--- config.mk ---
export PLATFORM = sky130hd
export DESIGN_NAME = key_pulse_array
export DESIGN_NICKNAME = d
export VERILOG_FILES = /design/src/rtl/key_pulse_array.sv
export SDC_FILE = /design/constraint.sdc
export NUM_CORES = 1
export LEC_CHECK = 0
export BUFFER_PORTS_ARGS = -buffer_cell sky130_fd_sc_hd__buf_2
export CAP_MARGIN = 20
export CORE_ASPECT_RATIO = 1.5
export CORE_MARGIN = 4
export CORE_UTILIZATION = 40
export CTS_BUF_LIST = sky130_fd_sc_hd__clkbuf_4
export CTS_CLUSTER_SIZE = 40
export DETAILED_ROUTE_END_ITERATION = 8
export SLEW_MARGIN = 10
export SYNTH_ARGS = -nofsm -noshare
export SYNTH_HDL_FRONTEND = slang
export SYNTH_SLANG_ARGS = --single-unit
--- constraint.sdc ---
create_clock -name clk -period 1.8 [get_ports clk]
set_clock_uncertainty 0.15 [all_clocks]
set_input_delay 0.09 -clock clk [delete_from_list [all_inputs] [get_ports clk]]
set_output_delay 0.09 -clock clk [all_outputs]
set_load 0.01 [all_outputs]
--- src/rtl/key_pulse_array.sv ---
// N-channel key conditioner: 2-FF synchroniser, counter debounce, one-cycle press/release
// pulses and optional hold-to-repeat. The release pulse port is release_pulse because release is reserved.
module key_pulse_array #(
  parameter int N_KEYS        = 4,
  parameter int ACTIVE_LOW    = 1,
  parameter int DEBOUNCE_CYC  = 16,
  parameter int REPEAT_EN     = 0,
  parameter int REPEAT_DELAY  = 50,
  parameter int REPEAT_PERIOD = 10
) (
  input  logic              clk,
  input  logic              reset,
  input  logic [N_KEYS-1:0] key_in,
  output logic [N_KEYS-1:0] press,
  output logic [N_KEYS-1:0] release_pulse,
  output logic [N_KEYS-1:0] held
);

  localparam int DCW  = $clog2(DEBOUNCE_CYC + 1);
  localparam int RMAX = (REPEAT_DELAY > REPEAT_PERIOD) ? REPEAT_DELAY : REPEAT_PERIOD;
  localparam int RCW  = $clog2(RMAX + 1);

  typedef enum logic [1:0] {
    IDLE   = 2'd0,
    HOLD   = 2'd1,
    REPEAT = 2'd2
  } rstate_t;

  logic [N_KEYS-1:0] k_s;

  assign k_s = (ACTIVE_LOW != 0) ? ~key_in : key_in;

  for (genvar gi = 0; gi < N_KEYS; gi++) begin : g_ch
    logic           sync1_r;
    logic           sync2_r;
    logic           held_r;
    logic           press_r;
    logic           release_r;
    logic [DCW-1:0] dc_r;
    logic [RCW-1:0] rc_r;
    rstate_t        st_r;
    logic           toggle_s;

    // The debounced level flips on the same edge the D-th differing sample is taken.
    assign toggle_s = (sync2_r != held_r) && (dc_r == DCW'(DEBOUNCE_CYC - 1));

    // Per-channel synchroniser, debounce counter, repeat FSM and registered pulses.
    always_ff @(posedge clk) begin
      if (reset) begin
        sync1_r   <= 1'b0;
        sync2_r   <= 1'b0;
        held_r    <= 1'b0;
        press_r   <= 1'b0;
        release_r <= 1'b0;
        dc_r      <= '0;
        rc_r      <= '0;
        st_r      <= IDLE;
      end else begin
        sync1_r   <= k_s[gi];
        sync2_r   <= sync1_r;
        press_r   <= 1'b0;
        release_r <= 1'b0;

        if (sync2_r != held_r) begin
          if (toggle_s) begin
            held_r <= ~held_r;
            dc_r   <= '0;
          end else begin
            dc_r <= dc_r + DCW'(1);
          end
        end else begin
          dc_r <= '0;
        end

        if (toggle_s && !held_r) begin
          press_r <= 1'b1;
          rc_r    <= '0;
          st_r    <= HOLD;
        end else if (toggle_s && held_r) begin
          release_r <= 1'b1;
          rc_r      <= '0;
          st_r      <= IDLE;
        end else begin
          case (st_r)
            HOLD: begin
              if (REPEAT_EN != 0) begin
                if (rc_r == RCW'(REPEAT_DELAY - 1)) begin
                  press_r <= 1'b1;
                  rc_r    <= '0;
                  st_r    <= REPEAT;
                end else begin
                  rc_r <= rc_r + RCW'(1);
                end
              end else begin
                rc_r <= '0;
              end
            end
            REPEAT: begin
              if (rc_r == RCW'(REPEAT_PERIOD - 1)) begin
                press_r <= 1'b1;
                rc_r    <= '0;
              end else begin
                rc_r <= rc_r + RCW'(1);
              end
            end
            default: begin
              rc_r <= '0;
            end
          endcase
        end
      end
    end

    assign press[gi]         = press_r;
    assign release_pulse[gi] = release_r;
    assign held[gi]          = held_r;
  end

endmodule

* Word-level counts from Yosys, hierarchy flattened
Index checks and enable logic that the tools add are counted.
** Word-level totals
- Bits in registers :: 40
- Input bits :: 6
- Output and inout bits :: 12
- Logic and storage cells :: 81
** Operators by class
- $add $sub $neg :: 4
- Eq/ne operators :: 8
- Multiplexer cells :: 8
- Bitwise logic cells :: 9
- Reduce and logical (&&, ||, !) cells :: 28
** Operator list (number)
- $add 5x1->5 const B :: 4
- $eq 5x4->1 const B :: 4
- $logic_and 1x1->1 :: 12
- $reduce_or 3->1 :: 4
- $mux 1 :: 8
- $not 1->1 :: 8
- $reduce_and 2->1 :: 4
- $reduce_or 2->1 :: 4
- $logic_not 1->1 :: 4
- $ne 1x1->1 :: 4
- $not 4->4 :: 1

* Longest topological paths before layout
- Word-level depth :: 4
- Depth in mapped cells :: 5
- Mapped depth without buffers :: 5

* Worst setup path after synthesis
OpenSTA, ideal clock, no wires.
- Kind :: reg-to-reg
- Start point :: register g_ch[0].dc_r[0]
- End point :: register g_ch[0].dc_r[2]
- Library setup time :: 0.064 ns
- Arrival time :: 1.392 ns
- Data required time :: 1.586 ns
- Slack :: 0.194 ns
- Cell stages (with the launch flop) :: 6
- Buffers on the path :: 0
- Clock period less this slack :: 1.606 ns
- Cells stage by stage :: dfxtp_1 -> ha_1 -> and3_1 -> ha_1 -> or3_4 -> nor2_1
** On the way
- Longest elaborated chain between the ends :: 3
- Elaborated cells on any way between the ends :: 4
- Those cells by class :: 1 x add/sub; 1 x eq/ne; 2 x reduce/logical
** RTL lines
- start: declaration :: line 39 : logic [DCW-1:0] dc_r;
- start signal: assignment :: line 69 : dc_r <= dc_r + DCW'(1);
- parallel branches: the longest is 3 deep, another holds $add 5x1->5
Parallel ways; which one is timed is not known.
A chain may end at the register's enable or synchronous reset.

* Worst setup path in the final report
- Start point :: register g_ch[0].dc_r[0]
- End point :: register g_ch[0].dc_r[3]
Same word-level chain as after synthesis.

==> results_dict.tcl <==
set metrics [dict create \
    status "complete, no violations" \
    netSwitchingFraction_pct 21.78 \
    p_per_area_mw_per_mm2 810.4 \
    netlist_area_sq_mm 0.001494 \
    ctsHtreeMaxLevel 2 \
    leakage_nw 0.6949 \
    start_kind "flop" \
    vias_per_cell 4.575 \
    seqPwrFrac_pct 66.1 \
    hold_class "reg -> reg" \
    min_to "g_ch[2].dc_r[0]" \
    antennaDiodeCount 0 \
    setup_viol 0 \
    clk_pin_slew_worst_paths_ns 0.11 \
    finalHoldViolCount 0 \
    dieArea_sq_mm 0.004797 \
    max_freq_mhz 583.8 \
    synth_warnings 0 \
    comb_power_share_pct 3.5 \
    reg2reg_setup_slack_ns 0.09 \
    fin_crit_ns 1.713 \
    rr_startpoint "g_ch[0].dc_r[0]" \
    syn_nets 152 \
    area_growth_pct 12.81 \
    dp_hpwl_mm 1.482 \
    rr_worst_depth 5 \
    required_ns 1.93 \
    use_met2_pct 17.18 \
    top_usage_layer "met2" \
    nFillCells 332 \
    cts_root_buf "clkbuf_4" \
    ys_seq_area_share_pct 53.60 \
    ys_types 14 \
    overflow 0 \
    drt_wl_total_mm 2.149 \
    routed-via-count 915 \
    layout_common_cells "40 x dfxtp_1, 27 x nor2_1, 17 x buf_2, 9 x dlygate4sd3_1" \
    dpl_cell_area_sq_mm 0.001534 \
    fp.dieW_microns 57.90 \
    row_count 26 \
    ys_top_cells_by_area "dfxtp_1 54%, nor2_1 7.0%, and4bb_2 6.7%" \
    slew_headroom_pct 74.76 \
    setup_ws_ns 0.08694 \
    period_share_pct 95.17 \
    cts_buffers 5 \
    met3_usage_pct 4.193 \
    cp-end-kind "flop" \
    fp.dieH_microns 82.85 \
    power_mw 1.366 \
    max_cap_violations 0 \
    p_clk_share_pct 30.5 \
    tns_ns 0 \
    internal_power_mw 1.068 \
    ant_nets 0 \
    coreArea_sq_mm 0.003513 \
    cp.arrival_ns 1.85 \
    worstMarginPinSlew_ns 0.3786 \
    drcViolationCount 0 \
    slew_viol_final 0 \
    final_nets 171 \
    place.gp.congestion 0.6814 \
    grt_pass1_wl_mm 3.926 \
    crit_path_max_fanout 5 \
    worstSkewPairLatency_ns 0.34 \
    post-cts-setup-buffer-count 0 \
    drt_iter0_drc 8 \
    synth.avg_cell_area_sq_um 10.83 \
    synth_top_area_share_pct 53.60 \
    mostFrequentLayoutCell "dfxtp_1" \
    groute.usage.overall_pct 10.58 \
    hold_depth 1 \
    cts_sinks 40 \
    fin_area_sq_mm 0.001685 \
    cts_tree "done" \
    dp_worst_setup_slack_ns 0.06895 \
    yosys.area.top_type "dfxtp_1" \
    min-delay-start "g_ch[2].dc_r[0]" \
    synth_seq_cells 40 \
    first_pass_iters 4 \
    initial_core_util_pct 42.52 \
    use_met1_pct 11.75 \
    power.switching_uw 297.5 \
    drive_gt1_share_pct 25.32 \
    portBuffers 17 \
    antenna_found_initial 0 \
    r2r_end "g_ch[0].dc_r[3]" \
    first_global_vias 947 \
    ir_drop_uv 525.1 \
    grt_max_degree 25 \
    path_class "reg -> reg" \
    avgRoutedWirePerCell_microns 10.75 \
    synthCells 138 \
    io_pins 18 \
    cts_buffer_depth 2 \
]
stage by stage:
step	util (%)	hold slack (ns)	instances
3_3_place_gp	43.66	0.09303	183
6_report	47.97	0.3039	200
3_5_place_dp	43.66	0.09454	183
5_1_grt	47.97	0.3138	200
2_1_floorplan	-	0.006690	138
4_1_cts	47.69	0.3068	200
critical path, cell delays in order (launching register included):
cell and delay, ns:
dfxtp_1 0.35, ha_1 0.22, and3_1 0.20, ha_2 0.20, or3_4 0.42, nor2_1 0.11
layer usage:
metal | share of wire, % | wire [microns] | vias up
met2 | 51 | 1088 | 19
met5 | 0 | 0 | -
li1 | - | - | 474
met3 | 5.5 | 118 | 4
met1 | 42 | 904 | 418
met4 | 1.7 | 37 | 0
cells by family after synthesis:
| kind of cell | count (synthesis) | synth area share, % |
|---|---|---|
| buffers and inverters | 22 | 8.543 |
| muxes | 4 | 2.680 |
| and+or+nand+nor | 52 | 21.44 |
| xor gates and xnor gates | 12 | 7.035 |
| DFF | 40 | 53.60 |
| adders and majority gates | 8 | 6.700 |
state kept, by name (all words and copies together) (netlist names):
| signal | cells |
|---|---|
| g_ch.press_r | 4 |
| g_ch.release_r | 4 |
| g_ch.held_r | 4 |
| g_ch.sync2_r | 4 |
| g_ch.sync1_r | 4 |
| g_ch.dc_r | 20 |
power groups by stage:
stage          Clock, mW  Combinational (mW)  Sequential [mW]
5_1_grt            0.479              0.0536            0.905
3_3_place_gp           0              0.0316            0.922
2_1_floorplan          0              0.0226            0.921
3_5_place_dp           0              0.0326            0.923
6_report           0.416              0.0472            0.903
4_1_cts            0.440              0.0476            0.903
repair_timing:
action / CTS / global route
setup endpoints to repair: 0 / 7
gates resized for setup: 0 / 4
hold endpoints to repair: 10 / 0
hold buffers: 9 / 0
how the worst max path moves through the flow:
stage | start | to | slack (ns)
after floorplan | g_ch[0].dc_r[0] | g_ch[0].dc_r[2] | 0.19
after detailed placement | g_ch[3].dc_r[0] | g_ch[3].dc_r[3] | 0.07
final | g_ch[0].dc_r[0] | g_ch[0].dc_r[3] | 0.09
after global routing | g_ch[0].dc_r[0] | g_ch[0].dc_r[4] | -0.01
after global placement | g_ch[1].dc_r[0] | g_ch[1].dc_r[2] | 0.14
after CTS | g_ch[3].dc_r[0] | g_ch[3].dc_r[3] | 0.05
synth_stat cells:
library cell  instances
buf_4                12
inv_1                 8
or3_4                 4
nor2b_1               4
and4bb_2              8
nand3_1               4
clkbuf_1              2
mux2i_1               4
xor2_1                4
dfxtp_1              40
ha_1                  8
xnor2_1               8
and3_1                4
nor2_1               28
area by class of cell:
type                            instances  area [sq um]  share of cell area, %
Clock buffer                            5         37.54                  2.227
Sequential cell                        40         800.8                  47.51
Clock inverter                          3         13.76                 0.8166
Multi-Input combinational cell         76         575.6                  34.15
Tap cell                               42         52.55                  3.118
Inverter                                8         30.03                  1.782
Timing Repair Buffer                   26         175.2                  10.39
Power figures use the tool's default switching activity.
